[config.mk]
export PLATFORM = sky130hd
export DESIGN_NAME = cus19_load_unit
export DESIGN_NICKNAME = d
export VERILOG_FILES = /design/src/rtl/cus19_load_unit.sv
export SDC_FILE = /design/constraint.sdc
export NUM_CORES = 1
export LEC_CHECK = 0
export BUFFER_PORTS_ARGS = -buffer_cell sky130_fd_sc_hd__buf_4
export CORE_ASPECT_RATIO = 0.6
export CORE_MARGIN = 5
export CORE_UTILIZATION = 25
export DETAILED_ROUTE_END_ITERATION = 8
export HOLD_SLACK_MARGIN = 0.08
export PLACE_DENSITY = 0.49
export SLEW_MARGIN = 25
export SYNTH_ARGS = -nofsm -noshare
export SYNTH_HDL_FRONTEND = slang
export SYNTH_SLANG_ARGS = --single-unit
[constraint.sdc]
create_clock -name clk -period 3.7 [get_ports clk]
set_clock_uncertainty 0.05 [all_clocks]
set_input_delay 0.925 -clock clk [delete_from_list [all_inputs] [get_ports clk]]
set_output_delay 0.925 -clock clk [all_outputs]
set_load 0.05 [all_outputs]
[src/rtl/cus19_load_unit.sv]
// cus19_load_unit: IE-stage load path for `LD r1, addr`.
// Issues a Data Memory read with a req/gnt/valid handshake, captures the
// returned byte and writes it back to the register file as a one-cycle pulse.
// The pipeline is stalled while a load is outstanding.
// Optional feature: define CUS19_LD_TIMEOUT_EN to abort a load that stays in
// REQ/WAIT for TIMEOUT_CYCLES cycles (ld_err_out pulses once).
module cus19_load_unit #(
    parameter int ADDR_W         = 11,
    parameter int DATA_W         = 8,
    parameter int REG_W          = 3,
    parameter int TIMEOUT_CYCLES = 255
) (
    input  logic              clk,
    input  logic              rst,
    input  logic              mem_rd_in,
    input  logic [ADDR_W-1:0] imm_addr_in,
    input  logic [REG_W-1:0]  rd_idx_in,
    output logic [ADDR_W-1:0] dm_rd_addr_out,
    output logic              dm_read_req,
    input  logic              dm_rd_gnt_in,
    input  logic              dm_rd_valid_in,
    input  logic [DATA_W-1:0] dm_rd_data_in,
    output logic              rf_wr_en_out,
    output logic [REG_W-1:0]  rf_wr_addr_out,
    output logic [DATA_W-1:0] rf_wr_data_out,
    output logic              ld_stall_out,
    output logic              ld_err_out
);

    typedef enum logic [1:0] {IDLE, REQ, WAIT, WB} state_t;

    state_t            state, state_nxt;
    logic [ADDR_W-1:0] addr_q;
    logic [REG_W-1:0]  idx_q;
    logic [DATA_W-1:0] data_q;
    logic              accept;
    logic              capture;
    logic              abort;

`ifdef CUS19_LD_TIMEOUT_EN
    localparam logic [7:0] TMO_LAST = 8'(TIMEOUT_CYCLES - 1);
    logic [7:0] tmo_cnt;
    logic       err_q;
`endif

    // Next-state logic; a completion in the expiry cycle takes priority over abort.
    always_comb begin
        state_nxt = state;
        accept    = 1'b0;
        capture   = 1'b0;
        abort     = 1'b0;
        case (state)
            IDLE: begin
                if (mem_rd_in) begin
                    accept    = 1'b1;
                    state_nxt = REQ;
                end
            end
            REQ: begin
                // Valid without grant is not ours yet, so it is ignored here.
                if (dm_rd_gnt_in && dm_rd_valid_in) begin
                    capture   = 1'b1;
                    state_nxt = WB;
                end else if (dm_rd_gnt_in) begin
                    state_nxt = WAIT;
                end
            end
            WAIT: begin
                if (dm_rd_valid_in) begin
                    capture   = 1'b1;
                    state_nxt = WB;
                end
            end
            WB:      state_nxt = IDLE;
            default: state_nxt = IDLE;
        endcase
`ifdef CUS19_LD_TIMEOUT_EN
        if ((state == REQ || state == WAIT) && !capture && tmo_cnt == TMO_LAST) begin
            abort     = 1'b1;
            state_nxt = IDLE;
        end
`endif
    end

    // State register.
    always_ff @(posedge clk) begin
        if (rst) state <= IDLE;
        else     state <= state_nxt;
    end

    // Latch address/index on accept, data on capture.
    always_ff @(posedge clk) begin
        if (rst) begin
            addr_q <= '0;
            idx_q  <= '0;
            data_q <= '0;
        end else begin
            if (accept) begin
                addr_q <= imm_addr_in;
                idx_q  <= rd_idx_in;
            end
            if (capture) data_q <= dm_rd_data_in;
        end
    end

`ifdef CUS19_LD_TIMEOUT_EN
    // Cycles spent in REQ/WAIT for the current load, and the one-cycle abort flag.
    always_ff @(posedge clk) begin
        if (rst) begin
            tmo_cnt <= '0;
            err_q   <= 1'b0;
        end else begin
            if (accept)                            tmo_cnt <= '0;
            else if (state == REQ || state == WAIT) tmo_cnt <= tmo_cnt + 8'd1;
            err_q <= abort;
        end
    end
    assign ld_err_out = err_q;
`else
    assign ld_err_out = 1'b0;
`endif

    // Outputs decode only registered state, so they are clean the cycle after reset.
    always_comb begin
        dm_read_req    = (state == REQ);
        dm_rd_addr_out = (state == REQ || state == WAIT) ? addr_q : '0;
        rf_wr_en_out   = (state == WB);
        rf_wr_addr_out = (state == WB) ? idx_q  : '0;
        rf_wr_data_out = (state == WB) ? data_q : '0;
        ld_stall_out   = (state != IDLE);
    end

endmodule

After elaboration in Yosys (flattened, before gate mapping)
Cells that the tools add are included.
W data, S select, Z words.

storage, ports and cells
  register bits = 24
  input port bits = 27
  logic and storage cells = 28
  output and inout port bits = 26

operators by class
  reduce and logical (&&, ||, !) cells = 5
  multiplexer cells = 13
  eq/ne operators = 6

operator list
  cell                  count
  $mux W11              1
  $mux W2               4
  $mux W8               1
  $pmux W2 S4           1
  $eq A2 B2 Y1 const B  2
  $mux W1               4
  $ne A2 B2 Y1 const B  2
  $mux W3               1
  $ne A3 B1 Y1 const B  1
  $reduce_and A3 Y1     1
  $eq A2 B1 Y1 const B  1
  $logic_not A2 Y1      1
  $pmux W1 S2           1
  $reduce_bool A2 Y1    1
  $logic_and A1 B1 Y1   1
  $logic_or A1 B1 Y1    1

Logic depth before layout (Yosys ltp)
Gate-level depths: netlist (run 1).

  depth after elaboration = 3
  mapped depth = 6
  mapped depth without buffers = 5

Least setup slack after synthesis (run 1)
No wires, ideal clock.

  kind = reg-to-output
  start = register state[0]
  end = output port rf_wr_addr_out[0]
  buffers on the path = 1
  data arrival time = 1.543 ns
  stages on the path, launching flop included = 4
  data required time = 2.725 ns
  setup slack = 1.182 ns
  path through = dfxtp_1 ha_1 clkbuf_1 and2_1

between the ends
  cells in the longest elaborated chain, start to end = 2

RTL lines
  element                 line  source
  from (decl)             32    state_t state, state_nxt;
  from (signal assigned)  88    else state <= state_nxt;
  $eq A2 B2 Y1            --
  net rf_wr_en_out        23    output logic rf_wr_en_out,
  $mux W3                 128   rf_wr_addr_out = (state == WB) ? idx_q : '0;
  to (decl)               24    output logic [REG_W-1:0] rf_wr_addr_out,

The timed path passes the listed nets, and every way through them passes these cells.

Final worst setup path (run 1)
  start = register state[1]
  end = output port dm_rd_addr_out[10]

between the ends
  cells in the longest elaborated chain, start to end = 3
  elaborated cells between the ends (all ways) = 4
  those cells by class = eq/ne (2); mux (1); reduce/logical (1)

RTL lines
  element                                       line  source
  $eq A2 B1 Y1 or $eq A2 B2 Y1 (tied branches)  126   dm_rd_addr_out = (state == REQ || state == WAIT) ? addr_q : '0;
  $logic_or A1 B1 Y1 *                          126
  $mux W11 *                                    126
  to (decl)                                     18    output logic [ADDR_W-1:0] dm_rd_addr_out,

Every way passes the cells marked *; elsewhere a longest branch is shown, timed or not.

==> metrics.md, run 1 <==
| Metric | Value |
|---|---|
| Fin Hold WS | 0.405 ns |
| Via count | 1094 |
| Synthesized net count | 179 |
| Status | finished, final reports clean |
| Port Buf Inserts | 51 |
| Height of the die | 64.2 µm |
| Most frequent cells in the layout | 51 x buf_4, 29 x nand2_1, 24 x dfxtp_1 |
| P&R area growth vs syn | 39.8% |
| Clock sink count | 24 |
| Number of hold-repair buffers added at the cts stage | 0 |
| Final #Nets | 227 |
| Unrepaired setup endpoints after global routing | no |
| Pre-antenna DRT Iters | 4 |
| Multi-input logic area | 688 µm² |
| CTS tree | yes |
| Num CTS Buffers | 3 |
| Area occupied by registers | 480 µm² |
| Required time worst endpoint | 2.72 ns |
| GRT Total Usage | 9.63% |
| Post-CTS sizing | 0 |
| Hold Path Class | flip-flop to flip-flop |
| Initial antenna violation count | 0 |
| Placer congestion estimate | 0.801 |
| Most common cell after layout, fill and taps aside | buf_4 |
| Die width | 100 µm |
| Site Rows | 19 |
| Power Dens Cells | 630 mW/mm² |
| CORE AREA | 0.00466 mm² |
| Synthesized area | 0.00122 mm² |
| Crit. End Element | output pin |
| Cell count after synthesis | 147 |
| WS Path Type | flip-flop to output pin |
| Max H-tree Level | 1 |
| Worst path arrival time | 1.66 ns |
| Yosys reg bits | 24 |
| Leak Pwr | 0.744 nW |
| Clock transition at path regs | 0.08 ns |
| Max-Cap Viols | 0 |
| Final HPWL DP | 2410 µm |
| Die area | 0.00645 mm² |
| Vias in the first global route | 1162 |
| Fillers | 519 |
| Syn Area/Cell | 8.33 µm² |
| Antenna Nets Post-Route | 0 |
| Final Routed Wirelength | 3060 µm |
| Critical path cell sequence | inv_1, ha_1, and2_1, buf_4 |
| Final Hold Vio Count | 0 |
| Initial Utilization | 26.3% |
| Largest net degree at the start of global routing | 33 |
| Antenna fix cells | 0 |
| Top delay family on crit path | adder cells |
| R2R setup slack | 1.93 ns |
| DR vias/cell | 4.26 |
| Crit-path max FO | 13 |
| Clock Path Buffers | 2 |
| Num ports | 53 |
| Drt wl/cell | 11.9 µm |
| Period utilisation layout | 71.1% |
| Setup_tns | 0 ns |
| Worst VDD drop | 0.191 mV |
| Crit path time final | 2.63 ns |
| Root Buffer | clkbuf_8 |
| Clk_lat worst skew | 0.26 ns |
| Synth cell types | 24 |
| DRC viols | 0 |
| Total congestion overflow | 0 |
| Max Slew Vio Count | 0 |
| CP max-delay cell | ha_1 |
| Global-route wire length before repair | 5100 µm |
| Sequential share of the synthesized area | 39.2% |
| Max frequency | 0.380 GHz |
| Layout cells sized above 1 | 30.9% |
| Final setup violation count | 0 |
| Worst Path Buf+Inv | 2 |
| Setup bufs post-CTS | 0 |
| Drt first-iter violations | 21 |
| Yosys warnings | 0 |
| Crit path largest cell delay | 0.50 ns |
| CP Launch Type | flip-flop |
[layout make-up]
| class | count | area share [%] |
|---|---|---|
| Clock buffer | 3 | 2.41 |
| Clock inverter | 1 | 1.75 |
| Inverter | 3 | 0.657 |
| Multi-Input combinational cell | 112 | 40.2 |
| Sequential cell | 24 | 28.0 |
| Tap cell | 63 | 4.60 |
| Timing Repair Buffer | 51 | 22.4 |
[kinds of logic (layout without fill, tap and decap cells)]
group	count (synthesis)	after routing	synth area share, %
muxes	8	8	6.54
and+or+nand+nor	79	79	35.4
DFF	24	24	39.2
adders and majority gates	5	5	5.11
other	1	1	0.306
AOI/OAI and AO/OA	19	19	8.79
buffers and inverters	11	58	4.60
[sequential cells by signal (all words and copies together) (netlist names)]
signal  count
idx_q       3
addr_q     11
data_q      8
state       2
[metal layers]
metal  track usage, %  up-vias  share of wire (%)
li1                 -      562                  -
met1             11.6      504                 45
met2             16.2       24                 50
met3             2.93        4                4.1
met4             3.53        0               0.75
met5                0        -                  0
[cell usage after synthesis (all sizes together)]
cell type / count / area [µm²]
nor3: 1 / 5.00
a21oi: 16 / 83.8
dfxtp: 24 / 480
clkbuf: 3 / 11.3
nand4: 1 / 6.26
and2: 23 / 146
nand2b: 19 / 119
nor4: 1 / 12.5
nand2: 30 / 115
a31oi: 1 / 6.26
mux2i: 8 / 80.1
inv: 3 / 11.3
nor2: 1 / 11.3
ha: 5 / 62.6
nor2b: 3 / 18.8
buf: 5 / 33.8
o31ai: 1 / 7.51
conb: 1 / 3.75
a311o: 1 / 10.0
[power breakdown]
group,internal [mW],switching (mW)
logic,0.178,0.337
clock network,0.145,0.0829
registers,0.308,0.0286
total,0.631,0.449
[worst min-delay path, delay by kind of cell, from the launching register on]
family           cells  cell delay (ns)
AO/OA/AOI/OAI        1             0.05
flip-flops           1             0.31
AND/OR/NAND/NOR      1             0.05
[through the flow]
| stage | instances | instance area (µm²) | util (%) | setup WS [ns] | power, mW |
|---|---|---|---|---|---|
| 6_report | 257 | 1710 | 36.8 | 1.07 | 1.08 |
| 5_1_grt | 257 | 1710 | 36.8 | 0.928 | 1.16 |
| 4_1_cts | 257 | 1710 | 36.8 | 1.05 | 1.10 |
| 3_5_place_dp | 253 | 1640 | 35.2 | 1.36 | 0.866 |
| 3_3_place_gp | 253 | 1640 | 35.2 | 1.40 | 0.859 |
| 2_1_floorplan | 147 | 1220 | - | 1.18 | 0.735 |
[worst paths after layout]
check             from            endpoint  cells past startpoint
min          addr_q[9]           addr_q[9]                      2
min reg2reg  addr_q[9]           addr_q[9]                      2
max           state[1]  dm_rd_addr_out[10]                      4
max reg2reg   state[1]           data_q[0]                      5
(Power assumes the default switching activity.)
==> run 2: changes to the inputs <==
Settings changed: ABC_AREA set to 1, PLACE_DENSITY 0.49 to 0.51.
Clock period 3.7 ns to 2.3 ns, I/O delays scaled along.
==> metrics.md, run 2 <==
| Metric | Value |
|---|---|
| Site Rows | 19 (unchanged) |
| Antenna fix cells | 0 (unchanged) |
| Critical path cell sequence | inv_1, ha_4, nand2_1, inv_1, buf_4 (was inv_1, ha_1, and2_1, buf_4) |
| Largest net degree at the start of global routing | 25 (was 33) |
| CP max-delay cell | ha_4 (was ha_1) |
| Height of the die | 62.7 µm (was 64.2 µm) |
| Fillers | 529 (was 519) |
| Post-Synth Simple-Gate Area | 28.2% (was 35.4%) |
| Cell count after synthesis | 177 (was 147) |
| Initial Utilization | 25.6% (was 26.3%) |
| DRC viols | 0 (unchanged) |
| EDFF count, synth | 0 (unchanged) |
| Max-Cap Viols | 0 (unchanged) |
| Post-synthesis compound-gate area fraction | 9.95% (was 8.78%) |
| Syn Area/Cell | 6.54 µm² (was 8.33 µm²) |
| Die width | 97.8 µm (was 100 µm) |
| Num CTS Buffers | 3 (unchanged) |
| Setup_tns | 0 ns (unchanged) |
| Top Registers | addr_q: 11 flops, data_q: 8 flops, idx_q: 3 flops (unchanged) |
| Unrepaired setup endpoints after global routing | no (unchanged) |
| WS Path Type | flip-flop to output pin (unchanged) |
| Final HPWL DP | 2220 µm (was 2410 µm) |
| Most frequent cells after synthesis | 49 x nor2_1, 32 x nand2_1, 30 x inv_1 (was 29 x nand2_1, 24 x dfxtp_1, 22 x and2_1) |
| Sequential share of the synthesized area | 41.5% (was 39.2%) |
| Placer congestion estimate | 0.709 (was 0.801) |
| Leak Pwr | 0.958 nW (was 0.744 nW) |
| Clock transition at path regs | 0.09 ns (was 0.08 ns) |
| Synth Flop Type | dfxtp_1 (unchanged) |
| Largest Register | addr_q (unchanged) |
| Max frequency | 0.480 GHz |
| Final Routed Wirelength | 2920 µm (was 3060 µm) |
| Fin Hold WS | 0.437 ns (was 0.405 ns) |
| Yosys warnings | 0 (unchanged) |
| Final setup violation count | 0 (unchanged) |
| Global-route wire length before repair | 4970 µm (was 5100 µm) |
| Asr flop ratio synth | 0% (unchanged) |
| Worst Hold Launch | idx_q[2] (was addr_q[9]) |
| Initial antenna violation count | 0 (unchanged) |
| Final Hold Vio Count | 0 (unchanged) |
| Port Buf Inserts | 51 (unchanged) |
| Number of hold-repair buffers added at the cts stage | 0 (unchanged) |
| Power, Total | 1.82 mW (was 1.08 mW) |
| Slew @ Worst Pin | 0.636 ns |
| Crit path time final | 2.08 ns |
| Hold Path Class | flip-flop to flip-flop (unchanged) |
| Final #Nets | 258 (was 227) |
| Max H-tree Level | 1 (unchanged) |
| Vias in the first global route | 1128 (was 1162) |
| Required time worst endpoint | 1.67 ns (was 2.72 ns) |
| CP Launch Type | flip-flop (unchanged) |
| Num ports | 53 (unchanged) |
| Period utilisation layout | 90.6% |
| Max reg flops | 11 (unchanged) |
| P&R area growth vs syn | 42.2% (was 39.8%) |
| Xor/xnor cell area share of the yosys netlist | 0% (unchanged) |
| Status | finished, final reports clean (unchanged) |
| Main combinational cell family by area after synthesis | simple AND/OR/NAND/NOR gates (unchanged) |
| Antenna Nets Post-Route | 0 (unchanged) |
| Layout cells sized above 1 | 27.6% (was 30.9%) |
| CTS tree | yes (unchanged) |
| Yosys reg bits | 24 (unchanged) |
| Core Util, Final | 36.4% (was 36.8%) |
| Worst path arrival time | 1.46 ns (was 1.66 ns) |
| Power Dens Cells | 1110 mW/mm² (was 630 mW/mm²) |
| Adder and majority gate portion of the synthesized area | 5.41% (was 5.11%) |
| Root Buffer | clkbuf_8 (unchanged) |
| Slew HR | 57.6% |
| Pre-antenna DRT Iters | 4 (unchanged) |
| DR vias/cell | 3.97 (was 4.26) |
| Reg2reg start | state[1] (unchanged) |
| Synthesized net count | 209 (was 179) |
| Die area | 0.00614 mm² (was 0.00645 mm²) |
| Total congestion overflow | 0 (unchanged) |
| CORE AREA | 0.00452 mm² (was 0.00466 mm²) |
| Yosys top cell by area | dfxtp_1 (unchanged) |
| Crit path largest cell delay | 0.38 ns (was 0.50 ns) |
| Count leader, synth | nor2_1 (was nand2_1) |
| Mux share of post-synthesis cell area | 0% (was 6.54%) |
| Clock sink count | 24 (unchanged) |
| Worst VDD drop | 0.503 mV (was 0.191 mV) |
| Clk_lat worst skew | 0.26 ns (about the same) |
| Crit-path max FO | 13 (unchanged) |
| GRT Total Usage | 9.78% (was 9.63%) |
| Most frequent cells in the layout | 51 x buf_4, 49 x nor2_1, 32 x nand2_1 (was 51 x buf_4, 29 x nand2_1, 24 x dfxtp_1) |
| Max Slew Vio Count | 0 (unchanged) |
| Synth area leaders | dfxtp_1 42%, nor2_1 16%, nand2_1 10% (was dfxtp_1 39%, and2_1 11%, nand2b_1 9.7%) |
| Yosys top cell area share | 41.5% (was 39.2%) |
| CP dominant cell by count | inv_1 |
| Synth cell types | 17 (was 24) |
| Pre-CTS worst setup slack | 0.275 ns (was 1.36 ns) |
| Synthesized area | 0.00116 mm² (was 0.00122 mm²) |
| Clock Path Buffers | 2 (unchanged) |
| Crit. Startpoint | state[1] (unchanged) |
| Crit. End Element | output pin (unchanged) |
| Setup ws final | 0.216 ns (was 1.07 ns) |
| Drt wl/cell | 10.1 µm (was 11.9 µm) |
| Drt first-iter violations | 34 (was 21) |
| Via count | 1142 (was 1094) |
| Most common cell after layout, fill and taps aside | buf_4 (unchanged) |
## run 2: timing repair
item                                    4_1_cts  5_1_grt
resized for setup                             1        2
endpoints found under the setup margin        9        9
endpoints found under the hold margin         0        0
setup buffers                                 0        0
## run 2: area by class of cell
| class | count | area [µm²] | share of cell area (%) |
|---|---|---|---|
| clock buffer | 4 | 55.1 | 3.35 |
| inverter | 33 | 125 | 7.60 |
| multi-input combinational | 113 | 523 | 31.8 |
| sequential | 24 | 480 | 29.2 |
| tap | 63 | 78.8 | 4.79 |
| timing repair buffer | 51 | 383 | 23.3 |
## run 2: critical path, delay by kind of cell, from the launching register on
family,cells,cell delay (ns)
AND/OR/NAND/NOR,1,0.08
flip-flops,1,0.37
buffers and inverters,3,0.36
adder cells (fa/ha/maj),1,0.38
## run 2: logic make-up (layout without fill, tap and decap cells)
| family | after synthesis | count (layout) |
|---|---|---|
| adder cells (fa/ha/maj) | 5 | 5 |
| other | 1 | 1 |
| flip-flops | 24 | 24 |
| buffers and inverters | 40 | 88 |
| AND/OR/NAND/NOR | 84 | 84 |
| AO/OA/AOI/OAI | 23 | 23 |
## run 2: per-stage QoR
stage	area, µm²	cells
finish	1650	288
global route	1650	288
CTS	1630	288
detailed placement	1580	284
global placement	1580	284
floorplan	1160	177
## run 2: power by group
group,internal [mW],switching [mW]
combinational,0.309,0.628
sequential,0.536,0.0599
clock,0.153,0.134
total,0.998,0.822
## run 2: path summary, 6_finish.rpt
check                      end  slack (ns)  cells after the start
max          dm_rd_addr_out[9]        0.22                      5
max reg2reg          data_q[7]        0.82                      7
min reg2reg           idx_q[2]        0.44                      2
min                   idx_q[2]        0.44                      2
## run 2: layer usage
metal  vias to the layer above  GRT usage, %  routed length, µm
li1                        611             -                  -
met1                       500          12.8               1410
met2                        29          15.2               1280
met3                         2          4.24                217
met4                         0          1.55                 10
met5                         -             0                  0
